File: config.mk
export PLATFORM = sky130hd
export DESIGN_NAME = instr_fetch
export DESIGN_NICKNAME = d
export VERILOG_FILES = /design/src/rtl/instr_fetch.sv
export SDC_FILE = /design/constraint.sdc
export NUM_CORES = 1
export LEC_CHECK = 0
export ABC_AREA = 1
export ABC_CLOCK_PERIOD_IN_PS = 1800
export BUFFER_PORTS_ARGS = -buffer_cell sky130_fd_sc_hd__buf_4
export CORE_ASPECT_RATIO = 0.8
export CORE_UTILIZATION = 42
export DETAILED_ROUTE_END_ITERATION = 8
export PLACE_DENSITY = 0.76
export SETUP_SLACK_MARGIN = 0.02
export SKIP_CTS_REPAIR_TIMING = 1
export SLEW_MARGIN = 20
export SYNTH_ARGS = -nofsm -noshare
export SYNTH_HDL_FRONTEND = slang
export SYNTH_SLANG_ARGS = --single-unit
File: constraint.sdc
create_clock -name clk -period 1.8 [get_ports clk]
set_input_delay 0 -clock clk [delete_from_list [all_inputs] [get_ports clk]]
set_output_delay 0 -clock clk [all_outputs]
set_load 0.005 [all_outputs]
File: src/rtl/instr_fetch.sv
// instr_fetch: single-issue instruction fetch FSM between program counter, instruction memory and decoder.
// Define INSTR_FETCH_PREFETCH_EN to add a one-entry prefetch buffer for one-instruction-per-cycle throughput.
module instr_fetch #(
  parameter int ADDR_W  = 4,
  parameter int INSTR_W = 8
) (
  input  logic               clk,
  input  logic               rst_n,
  input  logic [ADDR_W-1:0]  pc,
  output logic               pc_enable,
  output logic               pc_load,
  output logic [ADDR_W-1:0]  pc_load_addr,
  output logic               mem_req,
  output logic [ADDR_W-1:0]  mem_addr,
  input  logic               mem_ready,
  input  logic [INSTR_W-1:0] mem_rdata,
  output logic               instr_valid,
  input  logic               instr_ready,
  output logic [INSTR_W-1:0] instr,
  output logic [ADDR_W-1:0]  instr_addr,
  input  logic               redirect,
  input  logic [ADDR_W-1:0]  redirect_addr,
  input  logic               halt
);

  // state | meaning
  // IDLE  | no request; leaves when halt drops
  // FETCH | mem_req held at pc until mem_ready
  // HOLD  | instr_valid held until instr_ready
  typedef enum logic [1:0] {
    IDLE  = 2'd0,
    FETCH = 2'd1,
    HOLD  = 2'd2
  } state_t;

  state_t state;
  logic   done;
  logic   pending;
  logic   hold_req;

  assign mem_req      = (state == FETCH) || hold_req;
  assign mem_addr     = pc;
  assign done         = mem_req && mem_ready && !redirect;
  assign pending      = mem_req && !mem_ready;
  // A redirect wins over a completing fetch, so the two pc requests are exclusive.
  assign pc_enable    = rst_n && done;
  assign pc_load      = rst_n && redirect;
  assign pc_load_addr = pc_load ? redirect_addr : '0;

`ifdef INSTR_FETCH_PREFETCH_EN
  logic               pf_out;
  logic               pf_valid;
  logic [INSTR_W-1:0] pf_data;
  logic [ADDR_W-1:0]  pf_addr;

  // An issued prefetch stays up until it completes, even if halt rises meanwhile.
  assign hold_req = (state == HOLD) && (pf_out || (!pf_valid && !halt));

  always_ff @(posedge clk or negedge rst_n) begin
    if (!rst_n) begin
      state       <= IDLE;
      instr_valid <= 1'b0;
      instr       <= '0;
      instr_addr  <= '0;
      pf_out      <= 1'b0;
      pf_valid    <= 1'b0;
      pf_data     <= '0;
      pf_addr     <= '0;
    end else if (redirect) begin
      instr_valid <= 1'b0;
      pf_valid    <= 1'b0;
      pf_out      <= 1'b0;
      state       <= (pending || !halt) ? FETCH : IDLE;
    end else begin
      case (state)
        IDLE: begin
          if (!halt) state <= FETCH;
        end
        FETCH: begin
          pf_out <= 1'b0;
          if (mem_ready) begin
            instr       <= mem_rdata;
            instr_addr  <= pc;
            instr_valid <= 1'b1;
            state       <= HOLD;
          end
        end
        HOLD: begin
          if (done) begin
            pf_out <= 1'b0;
            if (instr_ready) begin
              instr      <= mem_rdata;
              instr_addr <= pc;
            end else begin
              pf_valid <= 1'b1;
              pf_data  <= mem_rdata;
              pf_addr  <= pc;
            end
          end else if (instr_ready) begin
            if (pf_valid) begin
              instr      <= pf_data;
              instr_addr <= pf_addr;
              pf_valid   <= 1'b0;
              pf_out     <= 1'b0;
            end else begin
              // An unfinished prefetch carries on as a plain fetch of the same pc.
              instr_valid <= 1'b0;
              pf_out      <= 1'b0;
              state       <= (hold_req || !halt) ? FETCH : IDLE;
            end
          end else begin
            pf_out <= hold_req;
          end
        end
        default: state <= IDLE;
      endcase
    end
  end
`else
  assign hold_req = 1'b0;

  always_ff @(posedge clk or negedge rst_n) begin
    if (!rst_n) begin
      state       <= IDLE;
      instr_valid <= 1'b0;
      instr       <= '0;
      instr_addr  <= '0;
    end else if (redirect) begin
      // An outstanding request is never withdrawn, even under halt.
      instr_valid <= 1'b0;
      state       <= (pending || !halt) ? FETCH : IDLE;
    end else begin
      case (state)
        IDLE: begin
          if (!halt) state <= FETCH;
        end
        FETCH: begin
          if (mem_ready) begin
            instr       <= mem_rdata;
            instr_addr  <= pc;
            instr_valid <= 1'b1;
            state       <= HOLD;
          end
        end
        HOLD: begin
          if (instr_ready) begin
            instr_valid <= 1'b0;
            state       <= halt ? IDLE : FETCH;
          end
        end
        default: state <= IDLE;
      endcase
    end
  end
`endif

endmodule

# After elaboration in Yosys (flattened, before gate mapping)
# Cells that the tools add are included.
# classes
eq_ne	5
muxes	12
bitwise_logic	1
n_reduce_logical	14
# op_table
operator	n
3-bit AND reduction	3
2-bit 2-to-1 mux	4
3-bit != test (second input constant)	2
2-bit case mux with 3 select lines	1
1-bit logical AND	5
1-bit 2-to-1 mux	5
4-bit 2-to-1 mux	1
1-bit logical NOT	3
3-bit by 1-bit != test with 1-bit output (second input constant)	1
3-bit nonzero test	1
2-bit by 1-bit equality test with 1-bit output (second input constant)	1
2-bit equality test (second input constant)	1
2-bit logical NOT	1
1-bit case mux with 2 select lines	1
1-bit logical OR	1
1-bit inverter	1
# word_totals
register_bits	15
in_bits	22
out_inout_bits	24
word_cells	36

# Depth between registers and ports, before layout
# Gate-level depths: netlist (run 1).
# depth
word_depth	5
ltp_mapped	7
depth_no_buf	7

# Worst setup path after synthesis (run 1)
# OpenSTA, ideal clock, no wires.
# synth_timing
path_kind	reg-to-reg
startpoint	register state[1]
endpoint	register instr[0]
setup_time_ns	0.117
t_arrival_ns	0.955
t_required_ns	1.683
setup_slack_ns	0.728
stages_incl_launch_ff	6
n_path_buf	1
synth_period_minus_slack_ns	1.072
path_cell_list	dfrtp_1 nor2_8 nand3_4 buf_6 nand2_1 o21ai_2
# synth_via
elab_chain_len	2
# synth_lines
item	line	source
start: declaration	36	state_t state;
start signal: assignment	131	state <= (pending || !halt) ? FETCH : IDLE;
start signal: assignment	148	state <= halt ? IDLE : FETCH;
2-bit by 1-bit equality test with 1-bit output	--	
via mem_req	13	output logic mem_req,
3-bit AND reduction (no source line)	--	
end signal: assignment	139	instr <= mem_rdata;
end: declaration	19	output logic [INSTR_W-1:0] instr,
# The timed path passes the listed nets, and every way through them passes these cells.
# A chain may end at the register's enable or synchronous reset.

# Worst setup path after layout (run 1)
# layout_timing
startpoint	register state[1]
endpoint	register instr_valid
# layout_via
elab_chain_len	3
word_cells_on_any_way	8
classes_between	eq/ne (4); mux (2); reduce/logical (2)
# layout_lines
item	line	source
2-bit equality test / 2-bit by 1-bit equality test with 1-bit output (equally long branches)	133	case (state)
3-bit != test (no source line), or another cell as far along	--	
3-bit AND reduction (no source line) / 1-bit 2-to-1 mux (equally long branches)	--	
end signal: assignment	130	instr_valid <= 1'b0;
end signal: assignment	141	instr_valid <= 1'b1;
end signal: assignment	147	instr_valid <= 1'b0;
end: declaration	17	output logic instr_valid,
# Several ways; a longest one is shown, not always the timed one.

==> results of run 1 <==
## flip-flops by register name (all words and copies together), names as in the netlist
name,flops
instr_valid,1
instr,8
state,2
instr_addr,4
## report_power, final
| part | switching [mW] | internal, mW | total, mW |
|---|---|---|---|
| clock network | 0.100 | 0.0861 | 0.186 |
| logic | 0.237 | 0.320 | 0.557 |
| registers | 0.0866 | 0.465 | 0.552 |
## worst paths after layout
check / start / end / slack (ns)
max in group asynchronous: rst_n / instr[3] / 1.50
min in group asynchronous: rst_n / instr_addr[0] / 0.11
max reg2reg: state[1] / instr_valid / 0.22
min reg2reg: instr[1] / instr[1] / 0.49
max: state[1] / instr_valid / 0.22
min: instr_ready / state[1] / 0.01
## cell usage in the layout (no fill, tap or decap), drive strengths merged
cell type	synthesis	routed
a21oi	1	1
a31oi	1	1
buf	6	45
clkbuf	0	4
dfrtp	15	15
dlygate4sd3	0	15
inv	26	26
nand2	23	23
nand3	5	5
nor2	9	9
o211ai	1	1
o21ai	13	13
## logic make-up (layout without fill, tap and decap cells)
group	Yosys count	after routing	synth area share [%]
AO/OA/AOI/OAI	16	16	15.51
flip-flops	15	15	45.18
buffers and inverters	32	90	18.07
AND/OR/NAND/NOR	37	37	21.24
## per-stage QoR
stage          worst slack (ns)  util (%)
2_1_floorplan            0.7276         -
3_3_place_gp             0.5796     65.71
3_5_place_dp             0.5341     65.71
4_1_cts                  0.3046     67.22
5_1_grt                  0.1449     75.84
6_report                 0.2191     75.84
## final cells by class
| type | instances | area share [%] |
|---|---|---|
| clock buffers | 4 | 1.991 |
| inverters | 26 | 7.393 |
| multi-input cells | 53 | 23.13 |
| flip-flops and latches | 15 | 28.44 |
| well taps | 22 | 2.085 |
| repair buffers | 60 | 36.97 |
## layer usage
metal  wire length [um]  part of all wire [%]
met3                170                   9.2
met2                893                    48
met4                 31                   1.7
met1                761                    41
met5                  0                     0
## tightest hold or removal path: cells and delay by family
family | cells | cell delay (ns)
buffers and inverters | 2 | 0.12
and+or+nand+nor | 2 | 0.13
==> flow_metrics.env, run 1 <==
export IMPL_grt_pass1_wl_um=2608
export IMPL_hold_violations=0
export IMPL_post_drt_wl_per_cell_um=10.32
export IMPL_wirelength_um=1857
export IMPL_synth_cell_types=16
export IMPL_cpPeakStageDelay_ns=0.57
export IMPL_synthTopCellsByCount="inv_1, nand2_1, dfrtp_1"
export IMPL_track_usage_pct=17.13
export IMPL_synth_flop_cell="dfrtp_1"
export IMPL_port_buffers=45
export IMPL_yosys_area_top_type="dfrtp_1"
export IMPL_synth_most_common_cell="inv_1"
export IMPL_ir_drop_mv=0.6868
export IMPL_maxCapViolCount=0
export IMPL_grt_use_met1_pct=20.05
export IMPL_period_share_pct=87.83
export IMPL_gr_usage_met2_pct=25.45
export IMPL_holdPathStages=4
export IMPL_finalSetupViolCount=0
export IMPL_use_met3_pct=8.059
export IMPL_fin_cells=180
export IMPL_grt_pass1_vias=634
export IMPL_slew_headroom_pct=76.58
export IMPL_cts_tree="built"
export IMPL_place_congestion=0.9368
export IMPL_grt_setup_unrepaired="no"
export IMPL_synth_seq_cells=15
export IMPL_crit_type="flop to flop"
export IMPL_yosysWarnings=0
export IMPL_hold_path_class="input port to flop"
export IMPL_rows=13
export IMPL_cp_end_kind="flop"
export IMPL_syn_inst=100
export IMPL_root_buffer="clkbuf_4"
export IMPL_status="completed"
export IMPL_clk_latency_ns=0.28
export IMPL_die_h_um=41.78
export IMPL_tns_ns=0
export IMPL_grt_max_degree=27
export IMPL_cp_num_buf_inv=3
export IMPL_nets=181
export IMPL_seq_area_frac_synth_pct=45.18
export IMPL_ant_nets=0
export IMPL_ioPinCount=46
export IMPL_syn_area_per_cell_um2=8.308
export IMPL_cp_top_family="buffers and inverters"
export IMPL_antenna_found_initial=0
export IMPL_core_area_mm2=0.001740
export IMPL_whs_ns=0.01219
export IMPL_path_depth=6
export IMPL_first_iter_violations=14
export IMPL_die_area_mm2=0.002161
export IMPL_grt_overflow=0
export IMPL_cts_max_level=1
export IMPL_multi_input_area_um2=305.3
export IMPL_ff2ff_path_depth=6
export IMPL_post_route_drc_count=0
export IMPL_tightest_slew_ns=0.3513
export IMPL_top_usage_layer="met2"
export IMPL_cts_buffers=3
export IMPL_chipWidth_um=51.73
export IMPL_crit_required_ns=1.98
export IMPL_clock_path_buffers=2
export IMPL_dp_hpwl_um=1301
export IMPL_path_clk_slew_ns=0.08
export IMPL_dpl_cell_area_mm2=0.001144
export IMPL_start_util_pct=47.74
export IMPL_routed_via_density=4.472
export IMPL_final_cell_area_mm2=0.001320
export IMPL_totalPowerFinal_mw=1.295
export IMPL_synth_edff_count=0
export IMPL_synthTopCellsByArea="dfrtp_1, o21ai_2, inv_1, nand2_1, buf_4"
export IMPL_n_antenna_cell=0
export IMPL_cts_sink_count=15
export IMPL_crit_arrival_ns=1.76
export IMPL_worstPathCellList="inv_2 > nor2_1 > a31oi_1 > dlygate4sd3_1 > nand2_1 > inv_1"
export IMPL_synth_top_area_share_pct=45.18
export IMPL_powerDensity_mw_per_mm2=981.0
export IMPL_maxSlewViolCount=0
export IMPL_period_minus_slack_ns=1.581
export IMPL_worstPathMaxFanout=5
export IMPL_areaGrowthSynthToFinish_pct=58.89
export IMPL_regArea_um2=375.4
export IMPL_finClkSkew_ns=0.005163
export IMPL_route_vias_total=805
export IMPL_dp_cells=161
export IMPL_drive_gt1_share_pct=41.14
export IMPL_crit_slowest_cell="dlygate4sd3_1"
export IMPL_async_flop_share_pct=100.0
export IMPL_p_leak_nw=0.7653
export IMPL_first_pass_iters=4
export IMPL_startpoint_type="flop"
export IMPL_netlist_area_um2=830.8
export IMPL_synthesis_nets=122
export IMPL_fill_cells=130
export IMPL_fmax_ghz=0.6326
Power figures use the tool's default switching activity.
==> inputs of run 2 (changes only) <==
- CELL_PAD_IN_SITES_DETAIL_PLACEMENT: not set -> 1
- CELL_PAD_IN_SITES_GLOBAL_PLACEMENT: not set -> 2
- CORE_UTILIZATION: 42 -> 24
- PLACE_DENSITY: 0.76 -> not set
- PLACE_DENSITY_LB_ADDON: not set -> 0.1
==> run 2 against run 1 <==
Sequential share of layout area is 2.3 points higher. Utilization shrank 38 points. Count of clock-buffer cells in the layout is the same. Non-clock buffer count is 14 lower. Clock power grew 44%. Critical path depth decreased by 1. Register-to-register slack better by 0.30 ns. Setup slack improved by 0.12 ns. Sequential cell count unchanged.
==> flow_metrics.env, run 2 (synthesized netlist as in run 1, its figures left out) <==
export IMPL_reg2reg_to="instr[1]"
export IMPL_ir_drop_mv=0.5668
export IMPL_power_frac_seq_pct=40.7
export IMPL_min_from="mem_rdata[6]"
export IMPL_whs_endpoint="instr[6]"
export IMPL_hold_violations=0
export IMPL_grt_max_degree=27
export IMPL_place_congestion=0.7584
export IMPL_grt_overflow=0
export IMPL_period_share_pct=81.11
export IMPL_power_share_clock_pct=20.0
export IMPL_die_area_mm2=0.003702
export IMPL_hold_path_class="input port to flop"
export IMPL_antenna_found_initial=0
export IMPL_p_int_uw=922.4
export IMPL_holdPathStages=3
export IMPL_fin_cells=184
export IMPL_core_area_mm2=0.003198
export IMPL_path_clk_slew_ns=0.06
export IMPL_cts_sink_count=15
export IMPL_r2r_start="state[0]"
export IMPL_post_drt_wl_per_cell_um=10.23
export IMPL_layout_common_cells="buf_4, inv_1, nand2_1, dfrtp_1, o21ai_2"
export IMPL_finClkSkew_ns=0.001149
export IMPL_final_common_cell="buf_4"
export IMPL_clk_latency_ns=0.25
export IMPL_power_frac_comb_pct=39.3
export IMPL_clock_path_buffers=2
export IMPL_grt_pass1_wl_um=2946
export IMPL_ioPinCount=46
export IMPL_cts_buffers=3
export IMPL_fill_cells=403
export IMPL_nets=167
export IMPL_ff2ff_setup_slack_ns=0.52
export IMPL_crit_arrival_ns=1.46
export IMPL_worstPathMaxFanout=26
export IMPL_maxCapViolCount=0
export IMPL_dp_hpwl_um=1516
export IMPL_period_minus_slack_ns=1.460
export IMPL_start_util_pct=25.98
export IMPL_crit_type="flop to primary output"
export IMPL_grt_setup_unrepaired="no"
export IMPL_grt_pass1_vias=685
export IMPL_startpoint_type="flop"
export IMPL_powerDensity_mw_per_mm2=1100
export IMPL_status="completed"
export IMPL_p_sw_share_pct=31.36
export IMPL_slew_headroom_pct=75.96
export IMPL_track_usage_pct=11.01
export IMPL_areaGrowthSynthToFinish_pct=46.99
export IMPL_tightest_slew_ns=0.3606
export IMPL_cts_tree="built"
export IMPL_port_buffers=45
export IMPL_maxSlewViolCount=0
export IMPL_dp_cells=179
export IMPL_cp_end_kind="primary output"
export IMPL_routed_via_density=4.005
export IMPL_power_switching_uw=421.4
export IMPL_first_iter_violations=7
export IMPL_largest_register_ffs=8
export IMPL_p_leak_nw=0.7146
export IMPL_chipWidth_um=67.78
export IMPL_crit_required_ns=1.80
export IMPL_post_route_drc_count=0
export IMPL_tns_ns=0
export IMPL_die_h_um=54.63
export IMPL_wirelength_um=1883
export IMPL_cts_max_level=1
export IMPL_drive_gt1_share_pct=45.14
export IMPL_regMostFlops="instr"
export IMPL_n_antenna_cell=0
export IMPL_top_regs="instr: 8 flops, instr_addr: 4 flops, state: 2 flops"
export IMPL_root_buffer="clkbuf_8"
export IMPL_finalSetupViolCount=0
export IMPL_ff2ff_path_depth=5
export IMPL_first_pass_iters=3
export IMPL_rows=18
export IMPL_ant_nets=0
export IMPL_route_vias_total=737
export IMPL_fmax_ghz=0.6849
[run 2: worst max-delay path by stage]
stage,start,end
CTS,state[0],pc_enable
global placement,state[1],instr[7]
floorplan,state[1],instr[0]
finish,state[0],pc_enable
detailed placement,state[0],instr[1]
global route,state[0],pc_enable
[run 2: routing by layer]
layer | up-vias | GRT usage [%] | wire [um] | part of all wire (%)
li1 | 379 | - | - | -
met1 | 324 | 11.92 | 797 | 42
met2 | 31 | 20.30 | 889 | 47
met3 | 3 | 3.958 | 180 | 9.6
met4 | 0 | 3.125 | 16 | 0.85
met5 | - | 0 | 0 | 0
[run 2: stage by stage]
stage	hold slack (ns)	area, um^2	total power [mW]	setup WS (ns)	utilization [%]
2_1_floorplan	-0.2956	830.8	0.8070	0.7276	-
3_3_place_gp	-0.1199	1166	1.078	0.5565	36.46
3_5_place_dp	-0.1194	1166	1.096	0.5056	36.46
4_1_cts	-0.3903	1211	1.378	0.3058	37.87
5_1_grt	0.003088	1221	1.468	0.2197	38.18
6_report	0.0001455	1221	1.344	0.3399	38.18
[run 2: final cells by class]
cell class                 instances  area (um^2)  area share [%]
clock buffer                       4        45.04           3.689
inverter                          26        97.59           7.992
multi-input combinational         53        305.3           25.00
sequential                        15        375.4           30.74
tap                               40        50.05           4.098
timing repair buffer              46        347.8           28.48
[run 2: worst max-delay path: stages (launching register included)]
cell and delay (ns):
dfrtp_1 0.43, inv_2 0.09, nor2_8 0.11, nand3_4 0.29, nor2_2 0.17, buf_4 0.12
[run 2: power by group through the flow]
stage / sequential [mW] / combinational (mW) / clock [mW]
4_1_cts: 0.551 / 0.542 / 0.285
6_report: 0.547 / 0.529 / 0.268
3_3_place_gp: 0.551 / 0.527 / 0
3_5_place_dp: 0.554 / 0.542 / 0
2_1_floorplan: 0.555 / 0.252 / 0
5_1_grt: 0.568 / 0.600 / 0.300
==> inputs of run 3 (changes only) <==
- ABC_CLOCK_PERIOD_IN_PS: 1800 -> 1500
- CORE_UTILIZATION: 24 -> 23
- clock period: 1.8 -> 1.5 ns (I/O delays scaled with it)
==> run 3 against run 2 <==
Final area is 1.0% higher. Clock skew is 0.0013 ns higher. Critical path depth is 2 lower. Final cell count is 1.6% higher. Utilization is 2.4 points lower. Count of clock-buffer cells in the layout stayed put. Wire length is 7.9% higher. Non-clock buffer count stayed put. Sequential cell count stayed put. Sequential share of layout area is 0.31 points lower. Critical endpoint is now instr[7].
==> flow_metrics.env, run 3 (synthesized netlist as in run 1, its figures left out) <==
export IMPL_status="completed"
export IMPL_cts_max_level=1
export IMPL_finalSetupViolCount=0
export IMPL_die_h_um=55.76
export IMPL_cts_buffers=3
export IMPL_routed_via_density=4.107
export IMPL_drive_gt1_share_pct=45.52
export IMPL_finClkSkew_ns=0.002436
export IMPL_wirelength_um=2031
export IMPL_largest_register_ffs=8
export IMPL_grt_max_degree=27
export IMPL_maxSlewViolCount=0
export IMPL_final_common_cell="buf_4"
export IMPL_crit_arrival_ns=1.50
export IMPL_dp_hpwl_um=1467
export IMPL_p_leak_nw=0.7162
export IMPL_ant_nets=0
export IMPL_clock_path_buffers=2
export IMPL_dp_cells=181
export IMPL_nets=168
export IMPL_path_clk_slew_ns=0.06
export IMPL_grt_setup_unrepaired="no"
export IMPL_n_antenna_cell=0
export IMPL_ioPinCount=46
export IMPL_layout_common_cells="buf_4, inv_1, nand2_1, dfrtp_1, o21ai_2"
export IMPL_worstPathCellList="nor2_8 > nand3_2 > o21ai_2"
export IMPL_whs_ns=0.003882
export IMPL_tightest_slew_ns=0.4011
export IMPL_maxCapViolCount=0
export IMPL_chipWidth_um=69.20
export IMPL_slew_headroom_pct=73.23
export IMPL_hold_violations=0
export IMPL_top_regs="instr: 8 flops, instr_addr: 4 flops, state: 2 flops"
export IMPL_top_usage_layer="met2"
export IMPL_grt_pass1_vias=724
export IMPL_crit_slowest_cell="dfrtp_1"
export IMPL_port_buffers=45
export IMPL_fmax_ghz=0.7480
export IMPL_first_iter_violations=14
export IMPL_clk_latency_ns=0.25
export IMPL_startpoint_type="flop"
export IMPL_period_share_pct=89.13
export IMPL_fin_cells=187
export IMPL_period_minus_slack_ns=1.337
export IMPL_post_route_drc_count=0
export IMPL_powerDensity_mw_per_mm2=1326
export IMPL_regMostFlops="instr"
export IMPL_tns_ns=0
export IMPL_holdPathStages=3
export IMPL_ir_drop_mv=0.7319
export IMPL_antenna_found_initial=0
export IMPL_crit_required_ns=1.66
export IMPL_fill_cells=429
export IMPL_core_area_mm2=0.003447
export IMPL_gr_usage_met2_pct=15.53
export IMPL_hold_path_class="input port to flop"
export IMPL_first_pass_iters=4
export IMPL_cp_end_kind="flop"
export IMPL_route_vias_total=768
export IMPL_use_met3_pct=4.710
export IMPL_start_util_pct=24.10
export IMPL_areaGrowthSynthToFinish_pct=48.49
export IMPL_grt_overflow=0
export IMPL_root_buffer="clkbuf_8"
export IMPL_grt_use_met1_pct=13.73
export IMPL_ff2ff_path_depth=3
export IMPL_track_usage_pct=10.42
export IMPL_post_drt_wl_per_cell_um=10.86
export IMPL_worstPathMaxFanout=13
export IMPL_cts_sink_count=15
export IMPL_utilization_pct=35.79
export IMPL_place_congestion=0.8358
export IMPL_die_area_mm2=0.003858
export IMPL_cpPeakStageDelay_ns=0.47
export IMPL_rows=19
export IMPL_totalPowerFinal_mw=1.636
export IMPL_cts_tree="built"
export IMPL_crit_type="flop to flop"
export IMPL_grt_pass1_wl_um=3160
run 3: changes by cell type in the layout (fill, tap and decap cells not counted), sizes merged:
| cell | delta |
|---|---|
| nand3 | +1 |
run 3: layer usage:
metal	up-vias	share of wire (%)
li1	386	-
met1	352	48
met2	28	44
met3	2	7.1
met4	0	0.49
met5	-	0
run 3: worst paths after layout:
check	startpoint	end	slack [ns]
max	state[1]	instr[7]	0.16
min	mem_rdata[6]	instr[6]	0.004
max reg2reg	state[1]	instr[7]	0.16
min reg2reg	instr_addr[0]	instr_addr[0]	0.49
max in group asynchronous	rst_n	instr[0]	1.15
min in group asynchronous	rst_n	instr[2]	0.15
run 3: layout make-up:
| class | count | area, um^2 | share of cell area (%) |
|---|---|---|---|
| clock buffer | 4 | 45.04 | 3.651 |
| inverter | 26 | 97.59 | 7.911 |
| multi-input combinational | 54 | 315.3 | 25.56 |
| sequential | 15 | 375.4 | 30.43 |
| tap | 42 | 52.55 | 4.260 |
| timing repair buffer | 46 | 347.8 | 28.19 |
run 3: power breakdown:
group	leakage [nW]	internal (mW)	switching, mW
sequential	0.188	0.559	0.0964
clock	0.0228	0.188	0.141
combinational	0.505	0.362	0.289
total	0.716	1.11	0.527
run 3: per-stage QoR:
step	setup slack, ns	area [um^2]
3_5_place_dp	0.2175	1169
4_1_cts	0.007551	1214
2_1_floorplan	0.4276	830.8
6_report	0.1631	1234
3_3_place_gp	0.2514	1169
5_1_grt	0.07296	1234
run 3: critical path, delay by kind of cell, from the launching register on:
kind	cells	cell delay [ns]
compound gates	1	0.25
simple gates	2	0.53
flops	1	0.47
